File: config.mk
export PLATFORM = sky130hd
export DESIGN_NAME = axi_txn_limiter
export DESIGN_NICKNAME = d
export VERILOG_FILES = /design/src/rtl/axi_txn_limiter.sv
export SDC_FILE = /design/constraint.sdc
export NUM_CORES = 1
export LEC_CHECK = 0
export BUFFER_PORTS_ARGS = -buffer_cell sky130_fd_sc_hd__buf_2
export CAP_MARGIN = 20
export CORE_AREA = 8 8 287 289
export CTS_CLUSTER_SIZE = 8
export DETAILED_ROUTE_END_ITERATION = 10
export DIE_AREA = 0 0 295 297
export RECOVER_POWER = 100
export REMOVE_ABC_BUFFERS = 1
export SLEW_MARGIN = 30
export SYNTH_ARGS = -nofsm -noshare
export SYNTH_HDL_FRONTEND = slang
export SYNTH_SLANG_ARGS = --single-unit
File: constraint.sdc
create_clock -name clk_i -period 2.8 [get_ports clk_i]
set_input_delay 0.14 -clock clk_i [delete_from_list [all_inputs] [get_ports clk_i]]
set_output_delay 0.14 -clock clk_i [all_outputs]
set_load 0.02 [all_outputs]
File: src/rtl/axi_txn_limiter.sv
// Outstanding-transaction limiter and quiesce controller between a core AXI port and an external port.
// Requests and responses pass straight through; only AR/AW valid/ready are gated.
module axi_txn_limiter #(
  parameter int unsigned AXI_ID_WIDTH      = 4,
  parameter int unsigned AXI_ADDRESS_WIDTH = 64,
  parameter int unsigned AXI_DATA_WIDTH    = 64,
  parameter int unsigned AXI_USER_WIDTH    = 1,
  parameter int unsigned MAX_RD_TXNS       = 8,
  parameter int unsigned MAX_WR_TXNS       = 8,
  localparam int unsigned AXW      = AXI_ID_WIDTH + AXI_ADDRESS_WIDTH + AXI_USER_WIDTH + 29,
  localparam int unsigned AWW      = AXW + 6,
  localparam int unsigned WW       = AXI_DATA_WIDTH + AXI_DATA_WIDTH / 8 + AXI_USER_WIDTH,
  localparam int unsigned BW       = AXI_ID_WIDTH + AXI_USER_WIDTH + 2,
  localparam int unsigned RW       = AXI_ID_WIDTH + AXI_DATA_WIDTH + AXI_USER_WIDTH + 2,
  localparam int unsigned MAX_TXNS = (MAX_RD_TXNS > MAX_WR_TXNS) ? MAX_RD_TXNS : MAX_WR_TXNS,
  localparam int unsigned CW       = $clog2(MAX_TXNS + 1)
) (
  input  logic            clk_i,
  input  logic            rst_i,
  input  logic            slv_aw_valid_i,
  output logic            slv_aw_ready_o,
  input  logic [AWW-1:0]  slv_aw_bits_i,
  input  logic            slv_w_valid_i,
  output logic            slv_w_ready_o,
  input  logic [WW-1:0]   slv_w_bits_i,
  input  logic            slv_w_last_i,
  input  logic            slv_ar_valid_i,
  output logic            slv_ar_ready_o,
  input  logic [AXW-1:0]  slv_ar_bits_i,
  output logic            slv_b_valid_o,
  input  logic            slv_b_ready_i,
  output logic [BW-1:0]   slv_b_bits_o,
  output logic            slv_r_valid_o,
  input  logic            slv_r_ready_i,
  output logic [RW-1:0]   slv_r_bits_o,
  output logic            slv_r_last_o,
  output logic            mst_aw_valid_o,
  input  logic            mst_aw_ready_i,
  output logic [AWW-1:0]  mst_aw_bits_o,
  output logic            mst_w_valid_o,
  input  logic            mst_w_ready_i,
  output logic [WW-1:0]   mst_w_bits_o,
  output logic            mst_w_last_o,
  output logic            mst_ar_valid_o,
  input  logic            mst_ar_ready_i,
  output logic [AXW-1:0]  mst_ar_bits_o,
  input  logic            mst_b_valid_i,
  output logic            mst_b_ready_o,
  input  logic [BW-1:0]   mst_b_bits_i,
  input  logic            mst_r_valid_i,
  output logic            mst_r_ready_o,
  input  logic [RW-1:0]   mst_r_bits_i,
  input  logic            mst_r_last_i,
  input  logic            quiesce_req_i,
  output logic            quiesce_ack_o,
  output logic [CW-1:0]   rd_outstanding_o,
  output logic [CW-1:0]   wr_outstanding_o,
  output logic [15:0]     err_count_o,
  output logic            proto_err_o
);

  typedef enum logic [1:0] {ST_RUN, ST_DRAIN, ST_QUIESCED} state_t;

  state_t          r_state, w_state_nxt;
  logic            r_ack;
  logic [CW-1:0]   r_rd_cnt, r_wr_cnt, r_wbur_cnt;
  logic [15:0]     r_err_cnt;
  logic            r_proto_err;
  logic            w_ar_allow, w_aw_allow, w_drained;
  logic            w_ar_hs, w_aw_hs, w_wl_hs, w_b_hs, w_r_hs, w_rl_hs;
  logic            w_rd_under, w_wr_under, w_wbur_under;
  logic [16:0]     w_err_sum;

  // Payload and handshake pass-through; only AR/AW are gated
  assign mst_aw_valid_o = slv_aw_valid_i & w_aw_allow;
  assign slv_aw_ready_o = mst_aw_ready_i & w_aw_allow;
  assign mst_aw_bits_o  = slv_aw_bits_i;
  assign mst_ar_valid_o = slv_ar_valid_i & w_ar_allow;
  assign slv_ar_ready_o = mst_ar_ready_i & w_ar_allow;
  assign mst_ar_bits_o  = slv_ar_bits_i;
  assign mst_w_valid_o  = slv_w_valid_i;
  assign slv_w_ready_o  = mst_w_ready_i;
  assign mst_w_bits_o   = slv_w_bits_i;
  assign mst_w_last_o   = slv_w_last_i;
  assign slv_b_valid_o  = mst_b_valid_i;
  assign mst_b_ready_o  = slv_b_ready_i;
  assign slv_b_bits_o   = mst_b_bits_i;
  assign slv_r_valid_o  = mst_r_valid_i;
  assign mst_r_ready_o  = slv_r_ready_i;
  assign slv_r_bits_o   = mst_r_bits_i;
  assign slv_r_last_o   = mst_r_last_i;

  assign w_ar_hs = mst_ar_valid_o & mst_ar_ready_i;
  assign w_aw_hs = mst_aw_valid_o & mst_aw_ready_i;
  assign w_wl_hs = slv_w_valid_i & mst_w_ready_i & slv_w_last_i;
  assign w_b_hs  = mst_b_valid_i & slv_b_ready_i;
  assign w_r_hs  = mst_r_valid_i & slv_r_ready_i;
  assign w_rl_hs = w_r_hs & mst_r_last_i;

  assign w_drained = (r_rd_cnt == '0) && (r_wr_cnt == '0) && (r_wbur_cnt == '0);

  // Up/down counter step; a lone decrement at zero holds and is reported as underflow
  function automatic logic [CW-1:0] f_cnt_next(input logic [CW-1:0] cnt, input logic inc,
                                               input logic dec);
    logic [CW-1:0] nxt;
    nxt = cnt;
    if (inc && !dec && (cnt != '1)) nxt = cnt + CW'(1);
    else if (dec && !inc && (cnt != '0)) nxt = cnt - CW'(1);
    return nxt;
  endfunction

  assign w_rd_under   = w_rl_hs & ~w_ar_hs & (r_rd_cnt == '0);
  assign w_wr_under   = w_b_hs & ~w_aw_hs & (r_wr_cnt == '0);
  assign w_wbur_under = w_wl_hs & ~w_aw_hs & (r_wbur_cnt == '0);

  assign w_err_sum = {1'b0, r_err_cnt} + 17'(w_b_hs & mst_b_bits_i[1])
                   + 17'(w_r_hs & mst_r_bits_i[1]);

  // State register; ack is registered alongside the state it reflects
  always_ff @(posedge clk_i) begin
    if (rst_i) begin
      r_state <= ST_RUN;
      r_ack   <= 1'b0;
    end else begin
      r_state <= w_state_nxt;
      r_ack   <= (w_state_nxt == ST_QUIESCED);
    end
  end

  always_comb begin
    w_state_nxt = r_state;
    case (r_state)
      ST_RUN:      if (quiesce_req_i) w_state_nxt = ST_DRAIN;
      ST_DRAIN: begin
        if (!quiesce_req_i) w_state_nxt = ST_RUN;
        else if (w_drained) w_state_nxt = ST_QUIESCED;
      end
      ST_QUIESCED: if (!quiesce_req_i) w_state_nxt = ST_RUN;
      default:     w_state_nxt = ST_RUN;
    endcase
  end

  // Request gating; reset forces the RUN/empty view so requests flow during reset
  always_comb begin
    w_ar_allow = 1'b0;
    w_aw_allow = 1'b0;
    if (rst_i) begin
      w_ar_allow = 1'b1;
      w_aw_allow = 1'b1;
    end else if (r_state == ST_RUN) begin
      w_ar_allow = (r_rd_cnt < CW'(MAX_RD_TXNS));
      w_aw_allow = (r_wr_cnt < CW'(MAX_WR_TXNS));
    end
  end

  always_ff @(posedge clk_i) begin
    if (rst_i) begin
      r_rd_cnt    <= '0;
      r_wr_cnt    <= '0;
      r_wbur_cnt  <= '0;
      r_err_cnt   <= '0;
      r_proto_err <= 1'b0;
    end else begin
      r_rd_cnt   <= f_cnt_next(r_rd_cnt, w_ar_hs, w_rl_hs);
      r_wr_cnt   <= f_cnt_next(r_wr_cnt, w_aw_hs, w_b_hs);
      r_wbur_cnt <= f_cnt_next(r_wbur_cnt, w_aw_hs, w_wl_hs);
      r_err_cnt  <= w_err_sum[16] ? 16'hFFFF : w_err_sum[15:0];
      if (w_rd_under || w_wr_under || w_wbur_under) r_proto_err <= 1'b1;
    end
  end

  assign quiesce_ack_o    = r_ack;
  assign rd_outstanding_o = r_rd_cnt;
  assign wr_outstanding_o = r_wr_cnt;
  assign err_count_o      = r_err_cnt;
  assign proto_err_o      = r_proto_err;

endmodule

### Word-level counts from Yosys, hierarchy flattened

Cells that the tools add are included.
W data, S select, Z words.

* input port bits: 368
* word-level logic and storage cells: 91
* register bits: 32
* output and inout bits: 391

* muxes and demuxes: 16
* eq/ne operators: 6
* magnitude comparators: 2
* add/subtract/negate cells: 8
* bitwise gates (word level): 21
* reduce and logical (&&, ||, !) cells: 31

Operators with widths (count)
* $mux W4: 6
* $and A1 B1 Y1: 19
* $add A16 B1 Y17: 1
* $add A17 B1 Y17: 1
* $mux W16: 1
* $logic_and A1 B1 Y1: 14
* $add A4 B1 Y4 const B: 3
* $logic_not A4 Y1: 3
* $ne A4 B4 Y1 const B: 3
* $reduce_bool A4 Y1: 3
* $sub A4 B1 Y4 const B: 3
* $lt A4 B4 Y1 const B: 2
* $mux W2: 4
* $pmux W2 S3: 1
* $reduce_bool A2 Y1: 3
* $logic_not A1 Y1: 5
* $eq A2 B2 Y1 const B: 2
* $mux W1: 4
* $eq A2 B1 Y1 const B: 1
* $logic_not A2 Y1: 1
* $logic_or A1 B1 Y1: 2
* $not A1 Y1: 2

### Longest topological paths before layout

Gate-level depths: netlist (run 1).

* word-level depth: 10
* depth in mapped cells: 9
* depth with buffers taken out: 9

### Worst setup path after synthesis (run 1)

Ideal clock, no wire load.

* kind: reg-to-reg
* start point: register r_rd_cnt[3], in the netlist rd_outstanding_o[3]
* end point: register r_rd_cnt[3], in the netlist rd_outstanding_o[3]
* arrival: 2.164 ns
* period minus slack after synthesis: 2.287 ns
* library setup time: 0.123 ns
* path buffers: 0
* cell stages (with the launch flop): 10
* required time: 2.677 ns
* setup slack: 0.513 ns
* cell sequence: dfxtp_1 > nor3_2 > o211ai_1 > or2_1 > ha_1 > a21o_1 > a21oi_1 > nand3b_1 > o21a_1 > mux2_1

* word-level cells in the longest chain between the ends: 9
* elaborated cells between the ends (all ways): 17
* classes of those cells: 2 x add/sub; 1 x order compare; 1 x eq/ne; 4 x mux; 2 x bitwise; 7 x reduce/logical

RTL lines
* start, declared: RTL line 66 `logic [CW-1:0] r_rd_cnt, r_wr_cnt, r_wbur_cnt;`
* start signal, assigned: RTL line 164 `r_rd_cnt <= f_cnt_next(r_rd_cnt, w_ar_hs, w_rl_hs);`
* $lt A4 B4 Y1: RTL line 151 `w_ar_allow = (r_rd_cnt < CW'(MAX_RD_TXNS));`
* $mux W1: RTL line 150 `end else if (r_state == ST_RUN) begin`
* $mux W1: RTL line 147 `if (rst_i) begin`
* $and A1 B1 Y1: RTL line 78 `assign mst_ar_valid_o = slv_ar_valid_i & w_ar_allow;`
* $and A1 B1 Y1: RTL line 93 `assign w_ar_hs = mst_ar_valid_o & mst_ar_ready_i;`
* $logic_not A1 Y1: RTL line 108 `else if (dec && !inc && (cnt != '0)) nxt = cnt - CW'(1);`
* $logic_and A1 B1 Y1 (2 in a row): RTL line 108
* $reduce_bool A2 Y1 (no source line)

Several ways; a longest one is shown, not always the timed one. The select of a mux whose other input is x is not followed.
A chain may end at the register's enable or synchronous reset.

### Worst setup path in the final report (run 1)

Same ends and word-level chain as after synthesis.

==> results.py, run 1 <==
metrics = {
    "outcome": {
        "status": "complete, no violations",
    },
    "clock_network": {
        "cts_buffer_depth": 2,
        "cts_tree": "done",
        "clk_pin_slew_worst_paths_ns": 0.06,
        "clock_latency_ns": 0.29,
        "clock_sinks": 32,
        "cts_resized": 0,
        "cts_made_buffers": 5,
        "root_buffer": "clkbuf_16",
        "hold_buffers": 0,
        "cts_setup_buffers": 0,
        "htree_levels": 2,
    },
    "setup_path": {
        "reg2reg_depth": 9,
        "crit_type": "reg -> reg",
        "endpoint": "rd_outstanding_o[3]",
        "start_kind": "flop",
        "r2r-end": "rd_outstanding_o[3]",
        "path_max_fanout": 6,
        "startpoint": "rd_outstanding_o[3]",
        "crit_path_end_kind": "flop",
        "cp.arrival_ns": 2.67,
        "rrSetupSlack_ns": 0.31,
        "critical_path_required_ns": 2.98,
        "r2r-start": "rd_outstanding_o[3]",
    },
    "power": {
        "peakVddDrop_v": 0.000235,
        "finalPower_mw": 1.63,
        "p_leak_nw": 0.892,
        "p_per_area_nw_per_um2": 468,
    },
    "floorplanning": {
        "ioPinCount": 759,
        "fp.dieW_um": 295,
        "die_y_um": 297,
        "dieArea_sq_um": 87600,
        "std_cell_rows": 103,
        "initial_core_util": 0.0582,
        "core-area_sq_um": 78000,
    },
    "sta": {
        "setup_tns_ns": 0,
        "setup_viol": 0,
        "maxSlewViolCount": 0,
        "post-route-period-util": 0.890,
        "timing.hold.ws_ns": 0.137,
        "worst_pin_slew_ns": 0.961,
        "fin_crit_ns": 2.49,
        "slew-limit-headroom": 0.362,
        "hold_viol_final": 0,
        "fmaxAchievable_mhz": 401,
        "timing.final.ws_setup_ns": 0.308,
        "fin_skew_ns": 0.00239,
        "rsz0062_at_grt": "false",
    },
    "route": {
        "vias": 3669,
        "dr.pass1.iters": 4,
        "drc": 0,
        "drt_iter0_drc": 546,
        "wirelength_um": 146000,
        "wl_per_cell_um": 112,
        "via_per_inst": 2.80,
        "detail-route-antenna-nets": 0,
    },
    "logic_synthesis": {
        "syn_area_sq_um": 4540,
        "synth_top_area_frac": 0.597,
        "ys_warn_count": 0,
        "ys_async_sr_fraction": 0,
        "syn_area_per_cell_sq_um": 8.15,
        "synthCells": 557,
        "synth_cell_types": 43,
        "synth_area_leaders": "buf_4, dfxtp_1, xnor2_1",
        "synthFlopType": "dfxtp_1",
        "ys_ff_latch": 32,
        "ys_seq_area_frac": 0.141,
        "synth_edf_count": 0,
        "synth_top_area_cell": "buf_4",
    },
    "global_routing": {
        "grt_max_degree": 39,
        "grt_pass1_vias": 2810,
        "grt_pass1_wl_um": 153000,
        "grt_overflow": 0,
        "antenna_found_initial": 5,
        "grt.total_usage": 0.321,
    },
    "placed_design": {
        "place.port_buffers": 56,
        "dp_hpwl_um": 144000,
        "postPlaceCellArea_sq_um": 3390,
        "routabilityCongestion": 1.32,
        "pre_cts_slack_ns": 0.436,
    },
    "min_path": {
        "holdPathStages": 3,
        "hp-class": "in -> reg",
    },
    "cells_and_area": {
        "finalNetCount": 635,
        "final_area_sq_um": 3480,
        "area_growth_pct": -23.4,
        "drive_gt1_frac": 0.136,
    },
    "run": {
        "maxCapViolCount": 0,
    },
}
## cells in the final DEF (no fill, tap or decap), drive strengths merged, types with 4 or more instances in the layout
cell type	netlist	routed
buf	365	20
ha	7	7
dfxtp	32	32
nand2	7	7
nand4	5	5
and3	4	4
nor2	21	21
xor2	5	5
nor2b	9	9
nor3	8	8
xnor2	11	11
diode	0	4
mux2i	7	7
fa	4	4
inv	7	7
a21o	4	4
a21oi	20	20
nand3	10	10
clkbuf	0	43
## cell usage after synthesis (all sizes together), types with 2 or more instances
cell     instances
or4              2
a21oi           20
nor3             8
nand4            5
a211oi           3
nand2b           2
a31oi            3
o211ai           2
nand2            7
and3             4
a21o             4
xor2             5
nor2            21
mux2             3
buf            365
inv              7
mux2i            7
or3              2
nand3           10
ha               7
xnor2           11
fa               4
o21a             2
a2111oi          2
and4             2
nor2b            9
dfxtp           32
## per-stage QoR
step / util / std cells
floorplan: - / 191
global placement: 0.0434 / 1299
detailed placement: 0.0434 / 1299
CTS: 0.0456 / 1307
global route: 0.0445 / 1307
finish: 0.0446 / 1311
## registers in the layout, summed over array words and instances, names as in the netlist
register,flops
r_wbur_cnt,4
rd_outstanding_o,4
err_count_o,16
r_state,2
quiesce_ack_o,1
wr_outstanding_o,4
proto_err_o,1
## cell families (layout without fill, tap and decap cells)
| group | after synthesis | after routing | share of synthesized area |
|---|---|---|---|
| buf+inv | 373 | 73 | 0.614 |
| simple gates | 76 | 76 | 0.0953 |
| compound gates | 39 | 39 | 0.0584 |
| flops | 32 | 32 | 0.141 |
| xor+xnor | 16 | 16 | 0.0309 |
| fa+ha+maj | 11 | 11 | 0.0369 |
| mux | 10 | 10 | 0.0229 |
| other cells | 0 | 4 | 0 |
## power breakdown
group,switching (mW),internal (mW)
sequential,0.0563,0.492
clock,0.241,0.419
combinational,0.267,0.151
total,0.564,1.06
## layer usage
layer	vias up	track usage	wire (um)
met5	-	0.230	2720
met4	50	0.303	17800
met3	228	0.503	46300
met2	1214	0.529	68000
met1	1345	0.0572	11600
li1	832	-	-
## worst min path at each step
stage                          start                to  slack [ns]
floorplan                      rst_i    err_count_o[2]        0.20
global placement    slv_w_bits_i[50]  mst_w_bits_o[50]        0.28
detailed placement  slv_w_bits_i[50]  mst_w_bits_o[50]        0.28
CTS                    quiesce_req_i        r_state[0]        0.15
global route           quiesce_req_i        r_state[0]        0.16
finish                 quiesce_req_i        r_state[0]        0.14
## worst max-delay path: stages (launching register included)
cell	delay (ns)
dfxtp_1	0.36
nor3_1	0.26
o211ai_1	0.19
or2_0	0.36
ha_1	0.32
a21o_1	0.18
a21oi_1	0.18
nand3b_1	0.10
o21a_1	0.13
mux2_1	0.30
## final cells by class
class / instances / area [sq um]
tap: 1050 / 1310
fill: 9260 / 74500
antenna: 4 / 10.0
clock inverter: 3 / 42.5
multi-input combinational: 152 / 1070
timing repair buffer: 58 / 248
clock buffer: 5 / 125
inverter: 7 / 26.3
sequential: 32 / 641
No activity file was read; power rests on OpenSTA's default activity.
==> run 2, diff against run 1 <==
--- a/config.mk
+++ b/config.mk
@@ -6,10 +6,11 @@
 export NUM_CORES = 1
 export LEC_CHECK = 0
+export ABC_AREA = 1
 export BUFFER_PORTS_ARGS = -buffer_cell sky130_fd_sc_hd__buf_2
 export CAP_MARGIN = 20
-export CORE_AREA = 8 8 287 289
+export CORE_AREA = 8 8 291 293
 export CTS_CLUSTER_SIZE = 8
 export DETAILED_ROUTE_END_ITERATION = 10
-export DIE_AREA = 0 0 295 297
+export DIE_AREA = 0 0 299 301
 export RECOVER_POWER = 100
 export REMOVE_ABC_BUFFERS = 1
==> constraint.sdc (replaced) <==
create_clock -name clk_i -period 2.8 [get_ports clk_i]
set_input_delay 0 -clock clk_i [delete_from_list [all_inputs] [get_ports clk_i]]
set_output_delay 0 -clock clk_i [all_outputs]
set_load 0.02 [all_outputs]
==> run 2 against run 1 <==
Net effect: worst setup slack better by 0.16 ns; wire length barely moved; sequential cell count unchanged; final area is 8.0% higher; first-iteration DRC count up 0.73%; power shrank 3.9%.
==> results.py, run 2 <==
metrics = {
    "floorplanning": {
        "fp.dieW_um": 299,
        "die_y_um": 301,
        "std_cell_rows": 104,
        "core-area_sq_um": 79900,
        "dieArea_sq_um": 90000,
        "ioPinCount": 759,
        "initial_core_util": 0.0601,
    },
    "logic_synthesis": {
        "synth_most_common_cell": "buf_4",
        "ys_seq_area_frac": 0.133,
        "syn_area_sq_um": 4800,
        "ys_async_sr_fraction": 0,
        "ys_ff_latch": 32,
        "synthFlopType": "dfxtp_1",
        "synthCells": 643,
        "synth_edf_count": 0,
        "synth_top_area_frac": 0.564,
        "syn_area_per_cell_sq_um": 7.47,
        "synth_compound_area_frac": 0.0380,
        "synth_cell_types": 35,
        "ys_warn_count": 0,
        "synthMuxAreaShare": 0,
        "synth_xor_area_frac": 0.0237,
        "synthAdderAreaFrac": 0.0349,
        "synth_common_cells": "buf_4, nand2_1, nor2_1",
        "synth_area_leaders": "buf_4, dfxtp_1, nand2_1",
        "synth_top_area_cell": "buf_4",
        "synth-simple-area-share": 0.163,
        "synth_top_family_by_area": "buffers and inverters",
    },
    "sta": {
        "setup_tns_ns": 0,
        "fmaxAchievable_mhz": 428,
        "hold_viol_final": 0,
        "fin_skew_ns": 0.00702,
        "slew-limit-headroom": 0.442,
        "fin_crit_ns": 2.34,
        "rsz0062_at_grt": "false",
        "timing.hold.ws_ns": 0.00127,
        "maxSlewViolCount": 0,
        "worst_pin_slew_ns": 0.841,
        "post-route-period-util": 0.834,
        "setup_viol": 0,
    },
    "clock_network": {
        "cts_buffer_depth": 2,
        "cts_tree": "done",
        "clock_latency_ns": 0.28,
        "cts_made_buffers": 5,
        "clk_pin_slew_worst_paths_ns": 0.06,
        "root_buffer": "clkbuf_16",
        "cts_setup_buffers": 0,
        "htree_levels": 2,
        "clock_sinks": 32,
    },
    "placed_design": {
        "dp_hpwl_um": 144000,
        "place.port_buffers": 56,
        "postPlaceCellArea_sq_um": 3670,
        "routabilityCongestion": 1.45,
    },
    "route": {
        "wirelength_um": 146000,
        "drt_iter0_drc": 550,
        "wl_per_cell_um": 104,
        "drc": 0,
        "dr.pass1.iters": 5,
        "via_per_inst": 2.87,
        "detail-route-antenna-nets": 0,
        "vias": 4036,
    },
    "setup_path": {
        "critical_path_required_ns": 2.98,
        "cp_common_cell": "inv_1",
        "cp.buffers_inverters": 3,
        "start_kind": "flop",
        "crit_type": "reg -> reg",
        "cp_slowest_cell": "fa_1",
        "cp_top_family": "simple AND/OR/NAND/NOR gates",
        "crit_chain": "fa_1 > ha_1 > nand3_1 > nor2_4 > nand2_2 > inv_1 > nand4_1 > inv_2 > o21ai_0 > inv_1",
        "slowest_delay_ns": 0.45,
        "path_max_fanout": 11,
        "cp.arrival_ns": 2.51,
        "crit_path_end_kind": "flop",
    },
    "cells_and_area": {
        "final_area_sq_um": 3760,
        "drive_gt1_frac": 0.157,
        "largest_reg_flops": 16,
        "finalNetCount": 721,
        "area_growth_pct": -21.8,
        "nFillCells": 9574,
        "mostFrequentLayoutCell": "nand2_1",
        "final_cell_mix": "nand2_1, nor2_1, clkbuf_1, inv_1, dfxtp_1",
        "utilization": 0.0470,
    },
    "power": {
        "p_leak_nw": 1.13,
        "peakVddDrop_v": 0.000243,
        "finalPower_mw": 1.56,
        "p_per_area_nw_per_um2": 416,
    },
    "global_routing": {
        "grt_pass1_wl_um": 153000,
        "antenna_found_initial": 5,
        "grt_max_degree": 22,
        "grt_overflow": 0,
        "grt_pass1_vias": 3075,
        "grt.total_usage": 0.312,
    },
    "min_path": {
        "hp-class": "in -> out",
    },
    "run": {
        "maxCapViolCount": 0,
    },
    "outcome": {
        "status": "complete, no violations",
    },
}
[run 2: cell types whose count changed after synthesis, moves of 7 or more]
| cell | delta |
|---|---|
| a21oi_1 | -7 |
| mux2i_1 | -7 |
| nor2b_1 | -8 |
| nor2_1 | +19 |
| inv_2 | +7 |
| o21ai_1 | +7 |
| nand2_1 | +47 |
| inv_1 | +27 |
[run 2: final timing paths]
path	startpoint	endpoint	slack, ns	cells after the start
max	err_count_o[0]	err_count_o[11]	0.46	10
min	slv_ar_bits_i[12]	mst_ar_bits_o[12]	0.001	0
max reg2reg	err_count_o[0]	err_count_o[11]	0.46	10
min reg2reg	r_wbur_cnt[2]	r_wbur_cnt[2]	0.53	2
[run 2: layout make-up]
| cell class | count | area, sq um | share of cell area |
|---|---|---|---|
| Tap cell | 1060 | 1330 | 0.353 |
| Multi-Input combinational cell | 202 | 1200 | 0.319 |
| Sequential cell | 32 | 641 | 0.171 |
| Timing Repair Buffer | 59 | 255 | 0.0680 |
| Inverter | 42 | 160 | 0.0426 |
| Clock buffer | 6 | 129 | 0.0343 |
| Clock inverter | 2 | 35.0 | 0.00933 |
| Antenna cell | 4 | 10.0 | 0.00266 |
[run 2: through the flow]
stage	worst slack, ns	std cells
final	0.464	1407
after floorplan	0.880	276
after global placement	0.779	1394
after CTS	0.763	1403
after detailed placement	0.770	1394
after global routing	0.276	1403
[run 2: what timing repair did]
| item | 4_1_cts | 5_1_grt |
|---|---|---|
| hold buffers | 1 | 0 |
| gates resized for setup | 0 | 0 |
| hold endpoints to repair | 2 | 0 |
[run 2: routing by layer]
layer  track usage  part of all wire  wire length, um
met1        0.0605             0.082            12000
met2         0.509              0.46            67600
met3         0.496              0.32            47000
met4         0.287              0.12            17100
met5         0.230             0.019             2790
[run 2: kinds of logic (layout without fill, tap and decap cells)]
group,count (synthesis),after routing
AO/OA/AOI/OAI,30,30
buffers and inverters,409,109
other,0,4
adder cells (fa/ha/maj),11,11
AND/OR/NAND/NOR,148,148
flip-flops,32,32
XOR/XNOR,13,13
[run 2: where the power goes]
group	internal (mW)	leakage, nW	switching, mW	total [mW]
clock network	0.419	0.0809	0.223	0.642
registers	0.485	0.261	0.0427	0.528
logic	0.118	0.792	0.274	0.392
total	1.02	1.13	0.540	1.56
